[src/rtl/pipe_hazard_unit.sv]
// Pipeline hazard unit: load-use stall, branch/jump flush, multiply/divide busy stall,
// operand forwarding selects and a saturating stall-cycle counter.
module pipe_hazard_unit (
    input  logic        clk,
    input  logic        clrn,
    input  logic [4:0]  IDrs,
    input  logic [4:0]  IDrt,
    input  logic        IDuseRs,
    input  logic        IDuseRt,
    input  logic        EXwreg,
    input  logic        EXm2reg,
    input  logic [4:0]  EXwn,
    input  logic        MEMwreg,
    input  logic        MEMm2reg,
    input  logic [4:0]  MEMwn,
    input  logic [1:0]  EXjumpType,
    input  logic        EXbranchTaken,
    input  logic        EXmdStart,
    output logic        pcWrite,
    output logic        IFIDwrite,
    output logic        IFIDflush,
    output logic        IDEXbubble,
    output logic [1:0]  fwdA,
    output logic [1:0]  fwdB,
    output logic        mdBusy,
    output logic [15:0] stallCnt
);

    localparam logic [0:0] S_RUN    = 1'b0;
    localparam logic [0:0] S_MDBUSY = 1'b1;

    logic [0:0]  r_state;
    logic [1:0]  r_mdCnt;
    logic [15:0] r_stallCnt;

    logic w_redirect;
    logic w_loadUse;
    logic w_exLoad;

    assign w_redirect = (EXjumpType == 2'b01) || (EXjumpType == 2'b10) ||
                        ((EXjumpType == 2'b11) && EXbranchTaken);
    assign w_exLoad   = EXwreg && EXm2reg && (EXwn != 5'd0);
    assign w_loadUse  = w_exLoad && ((IDuseRs && (EXwn == IDrs)) ||
                                     (IDuseRt && (EXwn == IDrt)));

    // EX-stage ALU result beats anything in MEM; register 0 is never forwarded
    function automatic logic [1:0] fwd_sel(input logic [4:0] src,
                                           input logic       ex_wreg,
                                           input logic       ex_m2reg,
                                           input logic [4:0] ex_wn,
                                           input logic       mem_wreg,
                                           input logic       mem_m2reg,
                                           input logic [4:0] mem_wn);
        logic [1:0] sel;
        sel = 2'b00;
        if (ex_wreg && !ex_m2reg && (ex_wn != 5'd0) && (ex_wn == src))
            sel = 2'b01;
        else if (mem_wreg && (mem_wn != 5'd0) && (mem_wn == src))
            sel = mem_m2reg ? 2'b11 : 2'b10;
        return sel;
    endfunction

    assign fwdA = fwd_sel(IDrs, EXwreg, EXm2reg, EXwn, MEMwreg, MEMm2reg, MEMwn);
    assign fwdB = fwd_sel(IDrt, EXwreg, EXm2reg, EXwn, MEMwreg, MEMm2reg, MEMwn);

    always_comb begin
        pcWrite    = 1'b1;
        IFIDwrite  = 1'b1;
        IFIDflush  = 1'b0;
        IDEXbubble = 1'b0;
        if (r_state == S_MDBUSY) begin
            pcWrite    = 1'b0;
            IFIDwrite  = 1'b0;
            IDEXbubble = 1'b1;
        end else if (w_redirect) begin
            IFIDflush  = 1'b1;
            IDEXbubble = 1'b1;
        end else if (w_loadUse) begin
            pcWrite    = 1'b0;
            IFIDwrite  = 1'b0;
            IDEXbubble = 1'b1;
        end
    end

    assign mdBusy   = (r_state == S_MDBUSY);
    assign stallCnt = r_stallCnt;

    // mdCnt runs 3..0 inside MDBUSY, giving four stall cycles
    always_ff @(posedge clk or negedge clrn) begin
        if (!clrn) begin
            r_state <= S_RUN;
            r_mdCnt <= 2'd0;
        end else begin
            case (r_state)
                S_RUN: begin
                    if (EXmdStart) begin
                        r_state <= S_MDBUSY;
                        r_mdCnt <= 2'd3;
                    end
                end
                default: begin
                    if (r_mdCnt == 2'd0)
                        r_state <= S_RUN;
                    else
                        r_mdCnt <= r_mdCnt - 2'd1;
                end
            endcase
        end
    end

    always_ff @(posedge clk or negedge clrn) begin
        if (!clrn)
            r_stallCnt <= 16'd0;
        else if (!pcWrite && (r_stallCnt != 16'hFFFF))
            r_stallCnt <= r_stallCnt + 16'd1;
    end

endmodule

[config.mk]
export PLATFORM = sky130hd
export DESIGN_NAME = pipe_hazard_unit
export DESIGN_NICKNAME = d
export VERILOG_FILES = /design/src/rtl/pipe_hazard_unit.sv
export SDC_FILE = /design/constraint.sdc
export NUM_CORES = 1
export LEC_CHECK = 0
export CORE_ASPECT_RATIO = 0.5
export CORE_MARGIN = 2
export CORE_UTILIZATION = 40
export CTS_CLUSTER_DIAMETER = 200
export CTS_CLUSTER_SIZE = 12
export DETAILED_ROUTE_END_ITERATION = 10
export DONT_BUFFER_PORTS = 1
export PLACE_DENSITY = 0.51
export RECOVER_POWER = 50
export SYNTH_ARGS = -nofsm -noshare
export SYNTH_HDL_FRONTEND = slang
export SYNTH_SLANG_ARGS = --single-unit
[constraint.sdc]
create_clock -name clk -period 2.45 [get_ports clk]
set_clock_uncertainty 0.05 [all_clocks]
set_input_delay 0.245 -clock clk [delete_from_list [all_inputs] [get_ports clk]]
set_output_delay 0.245 -clock clk [all_outputs]
set_load 0.02 [all_outputs]
* Yosys cells after proc, flatten, opt, wreduce, memory -nomap -nowiden
Cells that the tools add are included.
** Operators by class
- Add/sub/neg operators :: 2
- Equal/unequal tests :: 9
- Muxes and demuxes :: 19
- Reductions and logical operators :: 24
** Operators by type and width (number)
- $eq 5x5->1 :: 4
- $add 16x1->16 const B :: 1
- $ne 16x16->1 const B :: 1
- $logic_and 1x1->1 :: 14
- $mux 2 :: 7
- $mux 1 :: 12
- $reduce_bool 5->1 :: 2
- $eq 2x2->1 const B :: 2
- $logic_or 1x1->1 :: 3
- $eq 2x1->1 const B :: 1
- $logic_not 1->1 :: 2
- $logic_not 2->1 :: 1
- $ne 2x2->1 const B :: 1
- $reduce_and 2->1 :: 1
- $reduce_bool 2->1 :: 1
- $sub 2x1->2 const B :: 1
** Word-level totals
- Bits in registers :: 19
- Input port bits :: 32
- Output and inout bits :: 25
- Word-level logic and storage cells :: 57

* Depth between registers and ports, before layout
- Depth after elaboration :: 9
- Gate-level depth with buffers :: 8
- Depth with buffers taken out :: 7

* Worst setup path before layout
No wires, ideal clock.
- Path type :: input to output
- Start :: in EXwn[1]
- End :: out pcWrite
- Arrival :: 1.812 ns
- Required time :: 2.155 ns
- Slack :: 0.343 ns
- Stages on the path :: 7
- Path buffers :: 2
- Cells stage by stage :: or4_1 -> o21ai_2 -> nor2_2 -> o211ai_4 -> buf_6 -> and2_1 -> buf_4
** Between the ends
- Longest elaborated chain between the ends :: 7
- Elaborated cells between the ends (all ways) :: 11
- Those cells by class :: eq/ne (2); mux (3); reduce/logical (6)
** Ends and longest elaborated chain
- from (decl) :: RTL line 12 : input logic [4:0] EXwn,
- $eq 5x5->1, on equally long branches :: RTL line 43, 44
- $logic_and 1x1->1, on equally long branches :: RTL line 43, 44
- $logic_or 1x1->1 :: RTL line 43 : assign w_loadUse = w_exLoad && ((IDuseRs && (EXwn == IDrs)) ||
- $logic_and 1x1->1 (*) :: RTL line 43
- $mux 1 (*) (3 in a row)
- to (decl) :: RTL line 19 : output logic pcWrite,
Mark *: on every way between the ends. The rest lies on a longest branch, timed or not.

* Worst setup path after layout
- Start :: reg r_stallCnt[1], in the netlist stallCnt[1]
- End :: reg r_stallCnt[3], in the netlist stallCnt[3]
** Between the ends
- Longest elaborated chain between the ends :: 2
- Elaborated cells between the ends (all ways) :: 3
- Those cells by class :: add/sub (1); eq/ne (1); reduce/logical (1)
** Ends and longest elaborated chain
- from (decl) :: RTL line 34 : logic [15:0] r_stallCnt;
- from (signal assigned) :: RTL line 115 : r_stallCnt <= r_stallCnt + 16'd1;
- branches (longest 2 deep; another with $add 16x1->16)
Parallel ways; which one is timed is not known.
A chain may end at the register's enable or synchronous reset.

==> flow_metrics.tcl <==
set metrics [dict create \
    status "complete, no violations" \
    cts_buffer_depth 2 \
    wirelength_um 2984 \
    critical-path-max-stage-delay_ns 0.49 \
    die_area_um2 4192 \
    cp.arrival_ns 2.18 \
    via_count 1100 \
    power.leakage_nw 0.5899 \
    vias_per_cell 5.366 \
    ys_warn_count 0 \
    period_share_pct 85.88 \
    routedWlPerCell_um 14.56 \
    hold_class "in -> reg" \
    synthCells 144 \
    cts_setup_buffers 0 \
    grt_max_degree 20 \
    root_buffer "clkbuf_8" \
    ant_nets 0 \
    start_util_pct 42.20 \
    clk_latency_ns 0.25 \
    cts_buffers 3 \
    gr-total-overflow 0 \
    die_h_um 46.80 \
    synth_edf_count 0 \
    final.min_clock_period_ns 2.104 \
    crit_path_cell_trace "ha_1 > nand2_1 > nor2_1 > nand2_1 > nor3_4 > buf_4 > a211oi_2 > xor2_1" \
    fp-row-count 15 \
    io_pins 57 \
    fillers 346 \
    cp-start-kind "register" \
    syn_nets 179 \
    finalMaxSlewViolations 0 \
    final.setup.tns_ns 0 \
    core_um2 3472 \
    grt_pass1_vias 1182 \
    relSlewSlack_pct 42.53 \
    io_buffer_count 0 \
    synth_seq_area_share_pct 32.45 \
    critPathMaxFanout 7 \
    end_kind "register" \
    worstMarginPinSlew_ns 0.8593 \
    finalSetupViolCount 0 \
    seq_area_um2 475.5 \
    synth_area_um2 1465 \
    crit_type "reg -> reg" \
    dp_hpwl_um 2457 \
    powerDensity_nw_per_um2 1041 \
    drc 0 \
    irDropWorstVdd_mv 0.2664 \
    fin_util_pct 46.45 \
    worst_path_max_delay_cell "dfrtp_1" \
    cts_sinks 19 \
    hold_buffers 1 \
    diodes 0 \
    grt_pass1_wl_um 5092 \
    synth_largest_area_cell "dfrtp_1" \
    grt_util_all_layers_pct 16.06 \
    antenna_found_initial 0 \
    max_freq_mhz 475.2 \
    async_reset_ff_share_pct 100.0 \
    ys_top_cells_by_area "dfrtp_1 (32%), xor2_1 (15%), a211oi_2 (7.7%)" \
    first_iter_violations 37 \
    clk_pin_slew_ns 0.07 \
    gp_congestion 0.7048 \
    syn2layout_area_growth_pct 10.08 \
    die_x_um 89.59 \
    avgSynthCellArea_um2 10.17 \
    synth_top_area_share_pct 32.45 \
    final_hold_viol_count 0 \
    required_ns 2.53 \
    multi_input_area_um2 935.9 \
    ys_ff_latch 19 \
    cts_resized 0 \
    nNetsFinal 190 \
    rsz0062_at_grt "false" \
    maxCapViolCount 0 \
    cts_tree "yes" \
    crit_top_cell "nand2_1" \
    drt_pre_antenna_iters 4 \
    htreeDepth 1 \
    ys.flop_type "dfrtp_1" \
    drive_gt1_share_pct 20.13 \
    synth_cell_types 37 \
]
[flip-flops by register name, indices dropped and copies added (netlist names)]
name and cells:
mdBusy 1, r_mdCnt 2, stallCnt 16
[cell usage in the layout (no fill, tap or decap), types with 2 or more instances in the layout]
| cell | Yosys | layout |
|---|---|---|
| a21oi_1 | 4 | 4 |
| dfrtp_1 | 19 | 19 |
| a211oi_2 | 9 | 9 |
| a211oi_1 | 2 | 2 |
| nor2_1 | 5 | 5 |
| xor2_1 | 25 | 25 |
| nand2_1 | 9 | 9 |
| o21ai_0 | 2 | 2 |
| clkbuf_1 | 1 | 4 |
| buf_4 | 2 | 7 |
| a21o_1 | 2 | 2 |
| nor3_1 | 4 | 4 |
| or4_1 | 2 | 2 |
| nor2b_1 | 2 | 2 |
| nand4_1 | 3 | 3 |
| and2_1 | 4 | 4 |
| clkbuf_8 | 0 | 3 |
| nor4_1 | 2 | 2 |
| and4_1 | 2 | 2 |
| a2111oi_4 | 2 | 2 |
| ha_1 | 3 | 3 |
| xnor2_1 | 11 | 11 |
| inv_1 | 4 | 4 |
| nor3_2 | 2 | 2 |
| nand3_1 | 10 | 10 |
[area by class of cell]
class	count	area share, %
clock buffer	4	2.793
multi-input combinational	115	58.03
tap	51	3.957
inverter	5	1.164
timing repair buffer	11	4.577
sequential	19	29.48
[worst paths after layout]
path	from	endpoint	slack, ns	cells past startpoint
hold / removal	EXmdStart	mdBusy$_DFF_PN0_	0.06	2
max in group asynchronous	clrn	stallCnt[1]$_DFFE_PN0P_	1.33	1
hold reg to reg	r_mdCnt[1]$_DFFE_PN0P_	r_mdCnt[1]$_DFFE_PN0P_	0.52	2
min in group asynchronous	clrn	stallCnt[7]$_DFFE_PN0P_	0.49	1
setup / recovery	stallCnt[1]$_DFFE_PN0P_	stallCnt[3]$_DFFE_PN0P_	0.35	8
setup reg to reg	stallCnt[1]$_DFFE_PN0P_	stallCnt[3]$_DFFE_PN0P_	0.35	8
[cells by family after synthesis]
family	Yosys count	share of synthesized area (%)
and+or+nand+nor	49	19.39
xor gates and xnor gates	36	21.52
AOI/OAI and AO/OA	26	19.38
DFF	19	32.45
buffers and inverters	10	3.671
adders and majority gates	3	2.562
muxes	1	1.024
[metrics by stage]
stage / instance area (um^2) / cells / setup WS [ns] / hold WS (ns) / total power, mW
6_report: 1613 / 205 / 0.3458 / 0.06154 / 1.679
5_1_grt: 1613 / 205 / 0.09922 / 0.08028 / 1.834
4_1_cts: 1624 / 205 / 0.3207 / 0.05412 / 1.724
3_5_place_dp: 1569 / 200 / 0.3181 / -0.1002 / 1.492
3_3_place_gp: 1569 / 200 / 0.3750 / -0.1002 / 1.486
2_1_floorplan: 1465 / 144 / 0.3434 / -0.1006 / 1.309
[cell usage after synthesis, drive strengths merged, types with 4 or more instances]
master	count
a211oi	11
a21oi	5
and2	4
buf	4
dfrtp	19
inv	4
nand2	9
nand3	10
nor2	6
nor3	7
xnor2	11
xor2	25
[layer usage]
metal | up-vias | track usage (%) | part of all wire, %
li1 | 535 | - | -
met1 | 512 | 18.15 | 42
met2 | 51 | 29.26 | 49
met3 | 2 | 6.678 | 8.6
met4 | 0 | 3.582 | 0.64
met5 | - | 0 | 0
[critical path, delay by kind of cell (launching register included)]
family	cells	cell delay, ns
simple gates	4	0.75
flops	1	0.49
fa+ha+maj	1	0.25
buf+inv	1	0.24
xor+xnor	1	0.15
compound gates	1	0.06
[report_power, final]
part           total, mW  switching, mW  internal, mW
combinational      0.703          0.423         0.280
clock              0.217          0.101         0.116
sequential         0.759          0.297         0.462
total               1.68          0.821         0.858
(Power assumes the default switching activity.)
